$ cat config.mk
export PLATFORM = sky130hd
export DESIGN_NAME = echo_ram_drain
export DESIGN_NICKNAME = d
export VERILOG_FILES = /design/src/rtl/echo_ram_drain.sv
export SDC_FILE = /design/constraint.sdc
export NUM_CORES = 1
export LEC_CHECK = 0
export CORE_MARGIN = 2
export CORE_UTILIZATION = 50
export DETAILED_ROUTE_END_ITERATION = 16
export GPL_TIMING_DRIVEN = 1
export HOLD_SLACK_MARGIN = 0.1
export PLACE_DENSITY = 0.85
export SYNTH_ARGS = -nofsm -noshare
export SYNTH_HDL_FRONTEND = slang
export SYNTH_SLANG_ARGS = --single-unit
$ cat constraint.sdc
create_clock -name clk -period 2.7 [get_ports clk]
set_input_delay 0.405 -clock clk [delete_from_list [all_inputs] [get_ports clk]]
set_output_delay 0.405 -clock clk [all_outputs]
set_load 0.03 [all_outputs]
$ cat src/rtl/echo_ram_drain.sv
// Drains each captured echo frame from the 128x25 capture RAM onto an AXI4-Stream master.
// Define ECHO_DRAIN_HDR_EN to prepend a {A5, seq, 00, count} header beat to every frame.
module echo_ram_drain #(
  parameter int DATA_W = 25,
  parameter int ADDR_W = 7,
  parameter int DEPTH  = 128,
  parameter int OUT_W  = 32
) (
  input  logic              clk,
  input  logic              rst,
  input  logic              sending,
  output logic [ADDR_W-1:0] read_add,
  output logic              rd_en,
  input  logic [DATA_W-1:0] read_data,
  output logic [OUT_W-1:0]  m_tdata,
  output logic              m_tvalid,
  input  logic              m_tready,
  output logic              m_tlast,
  output logic              busy,
  output logic              ovr
);
  localparam int CW = ADDR_W + 1;

`ifdef ECHO_DRAIN_HDR_EN
  typedef enum logic [2:0] {IDLE = 3'd0, CAPT = 3'd1, HDR = 3'd2, RD = 3'd3,
                            WAIT = 3'd4, SEND = 3'd5} state_t;
`else
  typedef enum logic [2:0] {IDLE = 3'd0, CAPT = 3'd1, RD = 3'd3,
                            WAIT = 3'd4, SEND = 3'd5} state_t;
`endif

  state_t            state_q, state_d;
  logic [CW-1:0]     cnt_q, cnt_d;
  logic [ADDR_W-1:0] idx_q, idx_d;
  logic [OUT_W-1:0]  tdata_d;
  logic              tvalid_d, tlast_d, ovr_d;
  logic              sending_q;
  logic              ign_q, ign_d;
  logic              sat_q, sat_d;
  logic              drain;
`ifdef ECHO_DRAIN_HDR_EN
  logic [7:0]        seq_q, seq_d;
`endif

  assign read_add = idx_q;
  assign rd_en    = (state_q == RD);
  assign busy     = (state_q != IDLE);

  always_ff @(posedge clk or posedge rst) begin
    if (rst) begin
      state_q   <= IDLE;
      cnt_q     <= '0;
      idx_q     <= '0;
      m_tdata   <= '0;
      m_tvalid  <= 1'b0;
      m_tlast   <= 1'b0;
      ovr       <= 1'b0;
      sending_q <= 1'b0;
      ign_q     <= 1'b0;
      sat_q     <= 1'b0;
`ifdef ECHO_DRAIN_HDR_EN
      seq_q     <= '0;
`endif
    end else begin
      state_q   <= state_d;
      cnt_q     <= cnt_d;
      idx_q     <= idx_d;
      m_tdata   <= tdata_d;
      m_tvalid  <= tvalid_d;
      m_tlast   <= tlast_d;
      ovr       <= ovr_d;
      sending_q <= sending;
      ign_q     <= ign_d;
      sat_q     <= sat_d;
`ifdef ECHO_DRAIN_HDR_EN
      seq_q     <= seq_d;
`endif
    end
  end

  always_comb begin
    state_d  = state_q;
    cnt_d    = cnt_q;
    idx_d    = idx_q;
    tdata_d  = m_tdata;
    tvalid_d = m_tvalid;
    tlast_d  = m_tlast;
    ovr_d    = 1'b0;
    sat_d    = sat_q;
`ifdef ECHO_DRAIN_HDR_EN
    seq_d    = seq_q;
`endif
    drain    = (state_q != IDLE) && (state_q != CAPT);
    // A new write burst while draining clobbers the RAM: flag it, then lock out until sending drops.
    if (drain && sending && !sending_q) ovr_d = 1'b1;
    ign_d = ign_q;
    if (!sending) ign_d = 1'b0;
    else if (drain) ign_d = 1'b1;

    case (state_q)
      IDLE: if (sending && !ign_q) begin
        state_d = CAPT;
        cnt_d   = CW'(1);
        sat_d   = 1'b0;
      end
      CAPT: begin
        if (sending) begin
          if (cnt_q < CW'(DEPTH)) cnt_d = cnt_q + CW'(1);
          else if (!sat_q) begin
            ovr_d = 1'b1;
            sat_d = 1'b1;
          end
        end else begin
          idx_d = '0;
`ifdef ECHO_DRAIN_HDR_EN
          state_d  = HDR;
          tdata_d  = OUT_W'({8'hA5, seq_q, 8'h00, 8'(cnt_q)});
          tvalid_d = 1'b1;
          tlast_d  = 1'b0;
`else
          state_d = RD;
`endif
        end
      end
`ifdef ECHO_DRAIN_HDR_EN
      HDR: if (m_tready) begin
        tvalid_d = 1'b0;
        state_d  = RD;
      end
`endif
      RD: state_d = WAIT;
      WAIT: begin
        tdata_d  = OUT_W'(read_data);
        tvalid_d = 1'b1;
        tlast_d  = ({1'b0, idx_q} == cnt_q - CW'(1));
        state_d  = SEND;
      end
      SEND: if (m_tready) begin
        tvalid_d = 1'b0;
        tlast_d  = 1'b0;
        if (m_tlast) begin
          // sending high on the first IDLE cycle must not start a frame
          ign_d   = 1'b1;
          state_d = IDLE;
`ifdef ECHO_DRAIN_HDR_EN
          seq_d   = seq_q + 8'd1;
`endif
        end else begin
          idx_d   = idx_q + ADDR_W'(1);
          state_d = RD;
        end
      end
      default: state_d = IDLE;
    endcase
  end
endmodule

==> flow_summary_export.csv, run 1 <==
group,metric,value,unit
floorplan,initial_core_util,50.98,%
synth,synthCells,217,
timing,skew,0.008287,ns
finish,layout-drive-gt1-share,13.88,%
timing,setup_tns,0,ns
timing,relSlewSlack,58.59,%
clock_tree,clock_path_buffers,2,
setup_path,r2r_slack,0.75,ns
synth,synth_edf_count,0,
timing,max_freq,424.1,MHz
detailed_routing,drc_errors,0,
clock_tree,postCtsSetupBuffers,0,
setup_path,reg2reg_depth,7,
timing,rsz0062_at_grt,"false",
setup_path,path_buf_inv,2,
synth,ys.flop_type,"dfrtp_1",
floorplan,die_h,72.94,um
detailed_routing,wire_per_inst,14.99,um
finish,nets,313,
timing,hold_viol_final,0,
setup_path,critPathCaptureType,"output port",
setup_path,worstPathRequired,2.30,ns
detailed_routing,via_per_inst,5.301,
global_route,grt_first_pass_wirelength,8010,um
clock_tree,cts_buffers,5,
setup_path,max_stage_delay,0.60,ns
synth,ys_seq_area_share,51.61,%
setup_path,path_cells,"nor3_1 -> inv_1 -> clkdlybuf4s50_1",
finish,syn2layout_area_growth,32.07,%
global_route,track_usage,19.51,%
clock_tree,tritoncts,"done",
detailed_routing,drt_iter0_markers,163,
power_and_ir_drop,ir_worst_vdd,0.7378,mV
synth,synth_cell_types,41,
placed_design,placedCellCount,328,
floorplan,die_w,72.94,um
placed_design,gp_congestion,0.8851,
setup_path,r2r_end,"m_tlast",
global_route,grt_start_max_net_pins,27,
clock_tree,postCtsHoldBufs,0,
synth,ys_async_sr_fraction,100.0,%
setup_path,crit_fanout,16,
clock_tree,cts_resized,0,
clock_tree,cts-root-buf,"clkbuf_8",
floorplan,core,4661,sq um
global_route,grt_remaining_overflow,0,
setup_path,cp.arrival,1.95,ns
timing,fin_crit_sh,87.33,%
placed_design,dp_hpwl,3695,um
clock_tree,htreeDepth,2,
synth,syn_area_per_cell,10.95,sq um
setup_path,crit_slowest_cell,"clkdlybuf4s50_1",
power_and_ir_drop,finalPower,3390,uW
timing,setup_viol,0,
detailed_routing,drt_wl_total,5023,um
detailed_routing,ant_nets,0,
placed_design,detailedPlace.worstSlack,0.6193,ns
finish,fillers,335,
timing,setup_ws,0.3421,ns
placed_design,placed_area,3048,sq um
setup_path,r2r-start,"cnt_q[0]",
finish,diodes,0,
clock_tree,clk_latency,0.30,ns
run_status,outcome,"finished, final reports clean",
global_route,grt_pass1_vias,1685,
placed_design,placement.io_buffers,65,
timing,layout_min_cycle_time,2.358,ns
finish,final_common_cell,"clkdlybuf4s50_1",
power_and_ir_drop,power.leakage,0.001340,uW
synth,synth_warnings,0,
clock_tree,cts.sinks,49,
synth,ys_ff_latch,49,
finish,mostFrequentLayoutCells,"clkdlybuf4s50_1, dfrtp_1, mux2_2",
timing,tightest_slew,0.6165,ns
timing,final_max_slew_viol_count,0,
finish,fin_area,3138,sq um
clock_tree,path_clk_slew,0.09,ns
global_route,antenna_found_initial,0,
setup_path,cp_top_family,"buffers and inverters",
setup_path,crit_path_start_kind,"register",
hold_path,worstHoldPathType,"input pin to async pin",
floorplan,die_area,5320,sq um
detailed_routing,vias,1776,
power_and_ir_drop,power_density,1080,nW/um^2
detailed_routing,drt-pass1-iter-count,4,
floorplan,io_pins,73,
finish,layoutNonFillerInstCount,335,
setup_path,criticalPathCategory,"register to output port",
job,cap_violations,0,
floorplan,num_rows,25,
synth,syn_area,2376,sq um
cell usage after synthesis, drive strengths merged, types with 2 or more instances:
library cell	n	area, sq um
a21oi	2	10.01
ha	3	37.54
xnor2	6	52.55
xor2	10	87.58
inv	5	18.76
nor2b	2	12.51
nand4	4	25.02
nand3b	3	22.52
nand2	16	60.06
dfrtp	49	1226
o31ai	3	22.52
o21ai	11	58.81
buf	15	92.59
and2	5	31.28
mux2	25	281.5
nor2	19	78.82
nand2b	3	18.77
nand3	7	35.03
o21a	2	15.01
and3	2	12.51
o41a	2	22.52
nor3	6	30.03
a31oi	3	18.77
cell families after synthesis:
family,count (synthesis),synth area share (%)
fa+ha+maj,3,1.580
compound gates,27,7.478
buf+inv,21,4.844
xor+xnor,16,5.898
other cells,1,0.1578
simple gates,74,16.17
mux,26,12.27
flops,49,51.61
metal layers:
metal  routed length (um)  part of all wire (%)  track usage [%]
met1                 2195                    44            27.36
met4                  110                   2.2            7.613
met2                 2497                    50            29.80
met5                    0                     0                0
met3                  219                   4.4            4.144
worst max path at each step:
stage                     startpoint          end  slack [ns]  depth (start not counted)
after global routing      state_q[2]         busy        0.23                          3
after detailed placement     sending  read_add[6]        0.62                          7
final                     state_q[2]         busy        0.34                          3
after floorplan             cnt_q[2]      m_tlast        0.95                          6
after global placement       sending  read_add[6]        0.67                          7
after CTS                 state_q[2]         busy        0.35                          3
area by class of cell:
type | instances | area (sq um) | share of cell area (%)
clock buffers | 6 | 82.58 | 2.632
inverters | 5 | 18.77 | 0.5981
flip-flops and latches | 49 | 1226 | 39.08
repair buffers | 67 | 678.2 | 21.61
multi-input cells | 153 | 1057 | 33.69
well taps | 54 | 67.56 | 2.153
clock inverters | 1 | 7.507 | 0.2392
power breakdown:
part	internal, uW	switching (uW)	total [uW]
Combinational	785	942	1730
Sequential	997	232	1230
Clock	203	232	435
Total	1980	1410	3390
stage by stage:
step / hold WS, ns / utilization [%]
6_report: 0.4656 / 67.33
5_1_grt: 0.5115 / 67.33
4_1_cts: 0.4793 / 67.33
3_5_place_dp: 0.4873 / 65.40
3_3_place_gp: 0.4656 / 65.40
2_1_floorplan: 0.4364 / -
flip-flops by register name, summed over array words and instances (netlist names):
| signal | count |
|---|---|
| m_tdata | 25 |
| cnt_q | 8 |
| read_add | 7 |
| state_q | 3 |
| ign_q | 1 |
| m_tlast | 1 |
| m_tvalid | 1 |
| ovr | 1 |
| sat_q | 1 |
| sending_q | 1 |
(Power assumes the default switching activity.)
==> run 2: changes to the inputs <==
Settings changed: SLEW_MARGIN set to 25.
==> results of run 2 <==
Final layout, timing and power as in run 1 (identical DEF).
